`src/rtl/multicycle_ctrl_pkg.sv`:
```
// Shared types and encodings for the multi-cycle RISC-V control FSM.
// Contents: state_t (11 states, 4 bits), opcode constants, branch funct3 codes,
// datapath mux encodings and a helper that flags the memory-wait states.
package multicycle_ctrl_pkg;

    typedef enum logic [3:0] {
        StFetch   = 4'd0,
        StDecode  = 4'd1,
        StExecR   = 4'd2,
        StExecI   = 4'd3,
        StAluWb   = 4'd4,
        StMemAddr = 4'd5,
        StMemRd   = 4'd6,
        StMemWb   = 4'd7,
        StMemWr   = 4'd8,
        StBranch  = 4'd9,
        StJal     = 4'd10
    } state_t;

    localparam logic [6:0] OP_R      = 7'b0110011;
    localparam logic [6:0] OP_I      = 7'b0010011;
    localparam logic [6:0] OP_LOAD   = 7'b0000011;
    localparam logic [6:0] OP_STORE  = 7'b0100011;
    localparam logic [6:0] OP_BRANCH = 7'b1100011;
    localparam logic [6:0] OP_JAL    = 7'b1101111;

    localparam logic [2:0] F3_BEQ = 3'b000;
    localparam logic [2:0] F3_BNE = 3'b001;

    localparam logic [1:0] ALU_A_PC    = 2'b00;
    localparam logic [1:0] ALU_A_OLDPC = 2'b01;
    localparam logic [1:0] ALU_A_RS1   = 2'b10;

    localparam logic [1:0] ALU_B_RS2  = 2'b00;
    localparam logic [1:0] ALU_B_IMM  = 2'b01;
    localparam logic [1:0] ALU_B_FOUR = 2'b10;

    localparam logic [1:0] ALUOP_ADD   = 2'b00;
    localparam logic [1:0] ALUOP_SUB   = 2'b01;
    localparam logic [1:0] ALUOP_FUNCT = 2'b10;

    localparam logic [1:0] RES_ALUOUT  = 2'b00;
    localparam logic [1:0] RES_MEMDATA = 2'b01;
    localparam logic [1:0] RES_ALU     = 2'b10;

    // States that hold mem_req until mem_ready and are watched by the wait timer.
    function automatic logic is_wait_state(input state_t st);
        return (st == StFetch) || (st == StMemRd) || (st == StMemWr);
    endfunction

endpackage

```
`src/rtl/multicycle_ctrl_if.sv`:
```
// Memory request/ready handshake between the control FSM and the memory port.
//   mem_req   : request active, held until mem_ready
//   mem_we    : write strobe, meaningful only with mem_req
//   mem_ready : memory completes the current request this cycle
interface multicycle_ctrl_if;
    logic mem_req;
    logic mem_we;
    logic mem_ready;

    modport master (output mem_req, output mem_we, input mem_ready);
    modport slave  (input mem_req, input mem_we, output mem_ready);
endinterface

```
`src/rtl/multicycle_ctrl_mem_wait_timer.sv`:
```
// Memory wait timer: counts cycles spent waiting for mem_ready and flags the
// cycle in which the wait limit is reached.
//   i_clk    : clock
//   i_clr    : synchronous clear (reset, state change or expiry)
//   i_inc    : a wait cycle (request pending, no ready)
//   o_expire : this wait cycle is the last one allowed; 0 when MEM_TIMEOUT == 0
module mem_wait_timer #(
    parameter int unsigned MEM_TIMEOUT = 15,
    parameter int unsigned TMR_W       = 4
) (
    input  logic i_clk,
    input  logic i_clr,
    input  logic i_inc,
    output logic o_expire
);

    logic [TMR_W-1:0] r_count;

    always_ff @(posedge i_clk) begin
        if (i_clr) begin
            r_count <= '0;
        end else if (i_inc) begin
            r_count <= r_count + 1'b1;
        end
    end

    generate
        if (MEM_TIMEOUT == 0) begin : g_no_guard
            assign o_expire = 1'b0;
        end else begin : g_guard
            localparam logic [TMR_W-1:0] LastCount = TMR_W'(MEM_TIMEOUT - 1);
            assign o_expire = i_inc && (r_count == LastCount);
        end
    endgenerate

endmodule

```
`src/rtl/multicycle_ctrl.sv`:
```
// Main control FSM of the multi-cycle RISC-V datapath.
// Sequences fetch/decode/execute/memory/writeback, owns the branch decision and
// handshakes with memory, aborting a stalled access with a bus_err pulse.
//   i_clk, i_rst        : clock, synchronous active-high reset
//   i_opcode, i_funct3  : instruction fields from IR
//   i_zero              : ALU zero flag (same cycle)
//   mem                 : memory handshake (master side)
//   o_pc_write, o_ir_write, o_reg_write : datapath load enables
//   o_alu_src_a/b, o_alu_op, o_result_src : datapath mux selects
//   o_illegal_instr, o_bus_err : one-cycle error pulses
//   o_state             : current state (debug)
module multicycle_ctrl
    import multicycle_ctrl_pkg::*;
#(
    parameter int unsigned MEM_TIMEOUT = 15,
    parameter int unsigned TMR_W       = 4
) (
    input  logic                      i_clk,
    input  logic                      i_rst,
    input  logic [6:0]                i_opcode,
    input  logic [2:0]                i_funct3,
    input  logic                      i_zero,
    multicycle_ctrl_if.master         mem,
    output logic                      o_pc_write,
    output logic                      o_ir_write,
    output logic                      o_reg_write,
    output logic [1:0]                o_alu_src_a,
    output logic [1:0]                o_alu_src_b,
    output logic [1:0]                o_alu_op,
    output logic [1:0]                o_result_src,
    output logic                      o_illegal_instr,
    output logic                      o_bus_err,
    output logic [3:0]                o_state
);

    state_t r_state;
    state_t w_next;
    logic   w_wait;
    logic   w_expire;
    logic   w_tmr_clr;

    always_ff @(posedge i_clk) begin
        if (i_rst) begin
            r_state <= StFetch;
        end else begin
            r_state <= w_next;
        end
    end

    assign w_wait = is_wait_state(r_state) && !mem.mem_ready;
    // FETCH->FETCH after a timeout is not a state change, so expiry clears too.
    assign w_tmr_clr = i_rst || (w_next != r_state) || w_expire;

    mem_wait_timer #(
        .MEM_TIMEOUT(MEM_TIMEOUT),
        .TMR_W      (TMR_W)
    ) u_timer (
        .i_clk   (i_clk),
        .i_clr   (w_tmr_clr),
        .i_inc   (w_wait),
        .o_expire(w_expire)
    );

    always_comb begin
        w_next          = r_state;
        o_pc_write      = 1'b0;
        o_ir_write      = 1'b0;
        o_reg_write     = 1'b0;
        mem.mem_req     = 1'b0;
        mem.mem_we      = 1'b0;
        o_alu_src_a     = ALU_A_PC;
        o_alu_src_b     = ALU_B_RS2;
        o_alu_op        = ALUOP_ADD;
        o_result_src    = RES_ALUOUT;
        o_illegal_instr = 1'b0;
        o_bus_err       = 1'b0;

        unique case (r_state)
            StFetch: begin
                mem.mem_req  = 1'b1;
                o_alu_src_a  = ALU_A_PC;
                o_alu_src_b  = ALU_B_FOUR;
                o_alu_op     = ALUOP_ADD;
                o_result_src = RES_ALU;
                if (mem.mem_ready) begin
                    o_ir_write = 1'b1;
                    o_pc_write = 1'b1;
                    w_next     = StDecode;
                end else if (w_expire) begin
                    o_bus_err = 1'b1;
                    w_next    = StFetch;
                end
            end
            StDecode: begin
                o_alu_src_a = ALU_A_OLDPC;
                o_alu_src_b = ALU_B_IMM;
                o_alu_op    = ALUOP_ADD;
                case (i_opcode)
                    OP_R:               w_next = StExecR;
                    OP_I:               w_next = StExecI;
                    OP_LOAD, OP_STORE:  w_next = StMemAddr;
                    OP_BRANCH:          w_next = StBranch;
                    OP_JAL:             w_next = StJal;
                    default: begin
                        o_illegal_instr = 1'b1;
                        w_next          = StFetch;
                    end
                endcase
            end
            StExecR: begin
                o_alu_src_a = ALU_A_RS1;
                o_alu_src_b = ALU_B_RS2;
                o_alu_op    = ALUOP_FUNCT;
                w_next      = StAluWb;
            end
            StExecI: begin
                o_alu_src_a = ALU_A_RS1;
                o_alu_src_b = ALU_B_IMM;
                o_alu_op    = ALUOP_FUNCT;
                w_next      = StAluWb;
            end
            StAluWb: begin
                o_reg_write  = 1'b1;
                o_result_src = RES_ALUOUT;
                w_next       = StFetch;
            end
            StMemAddr: begin
                o_alu_src_a = ALU_A_RS1;
                o_alu_src_b = ALU_B_IMM;
                o_alu_op    = ALUOP_ADD;
                w_next      = (i_opcode == OP_LOAD) ? StMemRd : StMemWr;
            end
            StMemRd: begin
                mem.mem_req = 1'b1;
                if (mem.mem_ready) begin
                    w_next = StMemWb;
                end else if (w_expire) begin
                    o_bus_err = 1'b1;
                    w_next    = StFetch;
                end
            end
            StMemWb: begin
                o_reg_write  = 1'b1;
                o_result_src = RES_MEMDATA;
                w_next       = StFetch;
            end
            StMemWr: begin
                mem.mem_req = 1'b1;
                mem.mem_we  = 1'b1;
                if (mem.mem_ready) begin
                    w_next = StFetch;
                end else if (w_expire) begin
                    o_bus_err = 1'b1;
                    w_next    = StFetch;
                end
            end
            StBranch: begin
                o_alu_src_a  = ALU_A_RS1;
                o_alu_src_b  = ALU_B_RS2;
                o_alu_op     = ALUOP_SUB;
                o_result_src = RES_ALUOUT;
                w_next       = StFetch;
                case (i_funct3)
                    F3_BEQ:  o_pc_write = i_zero;
                    F3_BNE:  o_pc_write = !i_zero;
                    default: o_illegal_instr = 1'b1;
                endcase
            end
            StJal: begin
                // Target was left in ALUOut by DECODE; oldPC+4 goes into ALUOut now.
                o_pc_write   = 1'b1;
                o_result_src = RES_ALUOUT;
                o_alu_src_a  = ALU_A_OLDPC;
                o_alu_src_b  = ALU_B_FOUR;
                o_alu_op     = ALUOP_ADD;
                w_next       = StAluWb;
            end
            default: begin
                w_next = StFetch;
            end
        endcase

        // Reset masks everything combinationally so a pending access drops at once.
        if (i_rst) begin
            w_next          = StFetch;
            o_pc_write      = 1'b0;
            o_ir_write      = 1'b0;
            o_reg_write     = 1'b0;
            mem.mem_req     = 1'b0;
            mem.mem_we      = 1'b0;
            o_alu_src_a     = 2'b00;
            o_alu_src_b     = 2'b00;
            o_alu_op        = 2'b00;
            o_result_src    = 2'b00;
            o_illegal_instr = 1'b0;
            o_bus_err       = 1'b0;
        end
    end

    assign o_state = i_rst ? StFetch : r_state;

endmodule
```
`src/flat_wrapper.sv`:
```
// flat-port wrapper written by rule: the top's interface ports become plain ports
module multicycle_ctrl_flat import multicycle_ctrl_pkg::*;
#(
    parameter int unsigned MEM_TIMEOUT = 15,
    parameter int unsigned TMR_W       = 4
)
  (i_clk, i_rst, i_opcode, i_funct3, i_zero, o_pc_write, o_ir_write, o_reg_write, o_alu_src_a, o_alu_src_b, o_alu_op, o_result_src, o_illegal_instr, o_bus_err, o_state, mem_mem_req, mem_mem_we, mem_mem_ready);
  multicycle_ctrl_if mem_i ();
  input  logic i_clk;
  input  logic i_rst;
  input  logic [6:0] i_opcode;
  input  logic [2:0] i_funct3;
  input  logic i_zero;
  output logic o_pc_write;
  output logic o_ir_write;
  output logic o_reg_write;
  output logic [1:0] o_alu_src_a;
  output logic [1:0] o_alu_src_b;
  output logic [1:0] o_alu_op;
  output logic [1:0] o_result_src;
  output logic o_illegal_instr;
  output logic o_bus_err;
  output logic [3:0] o_state;
  output wire logic [$bits(mem_i.mem_req)-1:0] mem_mem_req;
  output wire logic [$bits(mem_i.mem_we)-1:0] mem_mem_we;
  input wire logic [$bits(mem_i.mem_ready)-1:0] mem_mem_ready;
  assign mem_mem_req = mem_i.mem_req;
  assign mem_mem_we = mem_i.mem_we;
  assign mem_i.mem_ready = mem_mem_ready;
  multicycle_ctrl #(.MEM_TIMEOUT(MEM_TIMEOUT), .TMR_W(TMR_W)) u_core (.i_clk(i_clk), .i_rst(i_rst), .i_opcode(i_opcode), .i_funct3(i_funct3), .i_zero(i_zero), .mem(mem_i), .o_pc_write(o_pc_write), .o_ir_write(o_ir_write), .o_reg_write(o_reg_write), .o_alu_src_a(o_alu_src_a), .o_alu_src_b(o_alu_src_b), .o_alu_op(o_alu_op), .o_result_src(o_result_src), .o_illegal_instr(o_illegal_instr), .o_bus_err(o_bus_err), .o_state(o_state));
endmodule
```
`config.mk`:
```
export PLATFORM = sky130hd
export DESIGN_NAME = multicycle_ctrl_flat
export DESIGN_NICKNAME = d
export VERILOG_FILES = /design/src/rtl/multicycle_ctrl_pkg.sv /design/src/rtl/multicycle_ctrl_if.sv /design/src/rtl/multicycle_ctrl_mem_wait_timer.sv /design/src/rtl/multicycle_ctrl.sv /design/src/flat_wrapper.sv
export SDC_FILE = /design/constraint.sdc
export NUM_CORES = 1
export LEC_CHECK = 0
export CORE_MARGIN = 1
export CORE_UTILIZATION = 40
export DETAILED_ROUTE_END_ITERATION = 7
export PLACE_DENSITY = 0.76
export SLEW_MARGIN = 0
export SYNTH_ARGS = -nofsm -noshare
export SYNTH_HDL_FRONTEND = slang
export SYNTH_SLANG_ARGS = --single-unit
```
`constraint.sdc`:
```
create_clock -name i_clk -period 1.85 [get_ports i_clk]
set_input_delay 0.4625 -clock i_clk [delete_from_list [all_inputs] [get_ports i_clk]]
set_output_delay 0.4625 -clock i_clk [all_outputs]
set_load 0.01 [all_outputs]
```
==> results.txt, run 1 <==
For this run, the number of Yosys warnings is 0. In this run, synthesis inferred 0 flip-flops with an integrated enable. The pre-CTS worst setup slack is -0.737 ns. The number of library cell types mapped by synthesis came out at 36.

The top-level port count is 33. Detailed placement finished with a half-perimeter wire length of 2150 um. The tree is rooted in a clkbuf_4. The number of antenna violations at the first check in global routing came out at 0. The top cell type by area accounts for 20.7% of the synthesized area. CTS built an H-tree with a depth of 1. The summed instance area of the synthesized netlist came out at 774 sq um. The stage at which the flow ended is global routing (5_1_grt).

In the post-synthesis netlist, the cell with the most instances is nor2_1. The maximum count of clock buffers along a single path is 2. After the last repair the worst path ends at a top-level output. The die height came out at 46 um.

The run stopped with a tool error. Buffers placed on the I/O ports in this run total 32. The proportion of register bits with asynchronous set or reset after synthesis came out at 0%. The number of instances in the synthesized netlist came out at 110. After global-route timing repair, the worst endpoint was o_bus_err. By area, the combinational part of the netlist is dominated by simple AND/OR/NAND/NOR gates. The synthesized netlist devotes 15.5% of its cell area to compound gates. Sequential elements use 20.7% of the synthesized area.

The die outline width came out at 46 um. The area of placed instances is 1410 sq um. Averaged over all synthesized cells, the footprint is 7.04 sq um. Summed over all instances, the cell type with the most area after synthesis is dfxtp_1. The CTS buffer count came out at 3.

The hold buffer count at CTS came out at 0. The area fraction in and, or, nand and nor cells after synthesis is 49.1%. The effective utilization at floorplan is 43.9%. The pin count of the biggest net entering global routing came out at 9. Of the post-synthesis cell area, the part taken by muxes is 1.29%. The number of placement rows came out at 15. The first error in the log reads "[ERROR DPL-0033] detailed placement checks failed during check placement". The most instantiated flip-flop cell in the synthesis netlist is dfxtp_1.

The register bit count reported by yosys is 8. The number of sinks handled by clock tree synthesis is 8. The post-synth net total is 126. Routability-driven placement finished with a final weighted congestion of 0.883. The synthesized netlist devotes 3.23% of its cell area to adder and majority cells. Ranked by total cell area, the synthesized netlist is headed by dfxtp_1 (21%), nor2_1 (7.8%), nor3_1 (5.8%). The xor and xnor area share after synthesis came out at 5.65%. In the synthesized netlist, the cells that appear most often are nor2_1 (16), nor3_1 (9), dfxtp_1 (8), a21oi_1 (7).
## kinds of logic after synthesis
group,after synthesis
AOI/OAI and AO/OA,20
xor gates and xnor gates,5
adders and majority gates,2
buffers and inverters,8
DFF,8
muxes,1
and+or+nand+nor,66
## timing repair
action                                  in CTS
buffers inserted                             9
pin swaps                                   12
gates resized for setup                     95
endpoints found under the hold margin        0
endpoints found under the setup margin      19
cloned                                       1
## through the flow
step	util, %	hold WS (ns)	cells
detailed placement	79.6	0.533	201
CTS	86.9	0.539	213
floorplan	-	0.450	110
global placement	79.6	0.508	201
==> run 2, diff against run 1 <==
--- a/config.mk
+++ b/config.mk
@@ -5,10 +5,10 @@
 export SDC_FILE = /design/constraint.sdc
 export NUM_CORES = 1
 export LEC_CHECK = 0
-export CORE_MARGIN = 1
-export CORE_UTILIZATION = 40
+export CORE_AREA = 2 2 63 65
 export DETAILED_ROUTE_END_ITERATION = 7
-export PLACE_DENSITY = 0.76
+export DIE_AREA = 0 0 65 67
+export PLACE_DENSITY_LB_ADDON = 0.15
 export SLEW_MARGIN = 0
 export SYNTH_ARGS = -nofsm -noshare
 export SYNTH_HDL_FRONTEND = slang
==> run 2 against run 1 <==
Net effect:
- the flow now finishes, with violations (negative setup slack)
- synthesized cell count unchanged
- synthesized area unchanged
==> results.txt, run 2 <==
The number of placement rows came to 22 (+7). The number of hold-slack violations in the final timing report came out at 0. Sorting the synthesized cells by how often they occur yields nor2_1 (16), nor3_1 (9), dfxtp_1 (8), a21oi_1 (7). The number of remaining DRC errors is 0.

The die outline width is 65 um (+41%). Summed over all instances, the cell type with the most area after synthesis is dfxtp_1. The clock period minus final worst setup slack is 2.00 ns. The number of sinks handled by clock tree synthesis came to 8 (unchanged). The final reports fail on negative setup slack. The register area share after synthesis came to 20.7% (unchanged). The maximum count of clock buffers along a single path came out at 2 (unchanged). STA classifies the critical path endpoint as a primary output. The startpoint identified for the worst register-to-register timing path is u_core.r_state[2].

The total number of nets in the final design is 209. Setup repair after global routing could not meet its margin everywhere. At the worst endpoint, the required time is 1.39 ns. The summed instance area of the synthesized netlist is 774 sq um (unchanged).

The worst setup path is launched from a flop. The die footprint is 4360 sq um. The final design instance area without fill came out at 1700 sq um. The top-level port count came out at 33 (unchanged).

The proportion of register bits with asynchronous set or reset after synthesis is 0% (unchanged). The leakage power of the design is 0.000768 uW. The worst register-to-register path has a depth of 7. After detailed routing, the number of vias per cell comes to 4.55. The post-synthesis area per instance was 7.04 sq um (unchanged). The maximum achievable frequency came out at 500 MHz. The worst-case headroom to the max-slew limit came out at 75.4%. The die height came out at 67 um (+46%). The final HPWL from detailed placement is 2180 um (+1.4%). The count of antenna-violating nets left after detailed routing came out at 0.

For this design the ratio of total power to cell area is 336 nW/um^2. The fill cell instance count of the final layout is 356. The pin count of the biggest net entering global routing is 10.

The number of levels in the clock H-tree came out at 1 (unchanged). The antenna diode count is 0. By startpoint and endpoint, the worst setup path is classified as flop to primary output. The number of instances in the synthesized netlist is 110 (unchanged).

Among all stages on the critical path, the largest delay is contributed by dfxtp_4. The post-synth net total came out at 126 (unchanged). The proportion of netlist area held by the largest area contributor came out at 20.7% (unchanged). The run finished, with violations left.

The first global-routing pass estimated 4530 um of wire. After global routing, the most crowded layer is met2. Dividing the detail-routed wire length by the instance count gives 12.0 um. The cell sitting at the root of the clock tree is a clkbuf_8.

In the final layout, the registers with the most flip-flops are u_core.r_state: 4 flops, u_core.u_timer.r_count: 4 flops. The max-capacitance violation count is 0. The number of I/O port buffers is 32 (unchanged).

The critical path depth in cells is 5. The effective utilization at floorplan came out at 21.5% (-22 points). After layout, the worst setup slack is -0.151 ns.

The largest stage delay on the critical path is 0.35 ns. The total routed wirelength came out at 2860 um. The critical path buffer and inverter count came out at 1. The register bit count reported by yosys is 8 (unchanged). The count of cells along the worst hold path is 2. The worst-margin pin slew came out at 0.367 ns. The CTS buffer count came out at 3 (unchanged). The met2 routing resource usage after global routing came out at 25.5%.

In the post-synthesis netlist, the biggest area contributors are dfxtp_1 (21%), nor2_1 (7.8%), nor3_1 (5.8%). The number of flops mapped to enable cells by yosys is 0 (unchanged). Among all cell types in the netlist, the one instantiated most often is nor2_1. The fraction of the cycle the final worst path needs came out at 108%. The hold buffer count at CTS is 0 (unchanged). The first-pass detailed-route iteration total came out at 4. The count of vias placed by the detailed router is 1088. Clock latency on the worst-skew pair, taken at its later pin, is 0.22 ns. Leaving out fill and tap cells, the most frequent cell in the layout is buf_4. The worst register-to-register path ends at u_core.u_timer.r_count[2].

For this block, the initial DRC count from the detailed router was 31. The number of global-route vias before repair came to 1072. The worst clock skew is 0.000607 ns. The critical path goes through or2_4, and2_4, or3_4, nor3_2, buf_2. The layout cell share with drive strength beyond 1 came out at 51.8%.

For the worst setup path, the data arrival time is 1.54 ns. VDD sags by at most 0.000342 V. The final cell utilization of the core is 47.1%. Global routing used 13.1% of the available tracks.

In this run the most critical hold path is launched from u_core.u_timer.r_count[0]. The core outline area is 3610 sq um. The met3 global-route usage came out at 1.52%. TritonCTS built the clock tree. The min-delay analysis places its worst path in the category flop to flop. The global-route congestion overflow total is 0. In this design, the largest share of critical-path delay is due to simple AND/OR/NAND/NOR gates. The clock-pin slew on the worst setup and hold paths is 0.04 ns. The worst-path maximum fanout is 4.

The number of antenna violations at the first check in global routing came out at 0. The setup check on the worst reg-to-reg path leaves a slack of -0.02 ns. The last weighted congestion value of the routability-driven placer came to 0.736 (-17%).

The final setup violation count is 7. The area of placed instances is 1460 sq um (+4.0%). In the synthesized netlist the dominant register cell turns out to be dfxtp_1. In the layout the commonest cells are buf_4 (45), dlygate4sd2_1 (14), nor2_1 (12). The number of library cell types mapped by synthesis came out at 36 (unchanged). The global routing met1 resource utilization is 14.4%. For hold timing, the worst endpoint is u_core.u_timer.r_count[0]. The number of warnings printed during yosys synthesis came out at 0 (unchanged). The final number of max-transition violations was 0. The signed area change from the synthesized netlist to the final layout is 119%.
-- run 2: cell families (layout without fill, tap and decap cells) --
logic type,after synthesis,after routing,share of synthesized area [%]
adder cells (fa/ha/maj),2,2,3.23
multiplexers,1,1,1.29
AND/OR/NAND/NOR,66,66,49.1
buffers and inverters,8,89,4.52
flip-flops,8,8,20.7
XOR/XNOR,5,5,5.66
AO/OA/AOI/OAI,20,20,15.5
-- run 2: cell type report --
cell class	count	area, sq um	area share (%)
Inverter	2	7.51	0.442
Timing Repair Buffer	84	698	41.2
Sequential cell	8	170	10.0
Tap cell	48	60.1	3.54
Clock buffer	3	41.3	2.43
Multi-Input combinational cell	94	719	42.4
-- run 2: worst register-to-register path, delay by kind of cell (launching register included) --
family | cells | cell delay [ns]
flip-flops | 1 | 0.35
AND/OR/NAND/NOR | 5 | 1.19
buffers and inverters | 2 | 0.27
-- run 2: how the worst max path moves through the flow --
stage,from,end,slack [ns]
4_1_cts,u_core.r_state[1],o_pc_write,-0.22
3_5_place_dp,i_funct3[0],o_pc_write,-0.77
5_1_grt,i_zero,o_pc_write,-0.24
2_1_floorplan,u_core.r_state[3],o_pc_write,0.08
6_report,u_core.r_state[2],o_bus_err,-0.15
3_3_place_gp,i_funct3[0],o_pc_write,-0.74
-- run 2: metrics by stage --
stage | setup slack (ns) | TNS (ns) | total power, uW | hold slack (ns) | cells
6_report | -0.151 | -0.414 | 571 | 0.548 | 239
5_1_grt | -0.245 | -1.01 | 600 | 0.559 | 239
4_1_cts | -0.221 | -0.847 | 574 | 0.546 | 235
3_5_place_dp | -0.774 | -11.81 | 360 | 0.540 | 226
3_3_place_gp | -0.736 | -11.77 | 359 | 0.515 | 226
2_1_floorplan | 0.0800 | 0 | 241 | 0.450 | 110
-- run 2: timing repair --
item | 4_1_cts | 5_1_grt
pin swaps | 10 | 9
gates resized for setup | 95 | 19
setup endpoints to repair | 20 | 17
buffers inserted | 9 | 4
-- run 2: routing by layer --
layer / up-vias / part of all wire, %
li1: 560 / -
met1: 496 / 43
met2: 26 / 51
met3: 6 / 3.6
met4: 0 / 2.1
met5: - / 0
-- run 2: report_power, final --
group,switching [uW],internal [uW],leakage [uW]
Clock,66.2,141,0.0000216
Combinational,76.9,107,0.000679
Sequential,5.12,175,0.0000674
(Power assumes the default switching activity.)
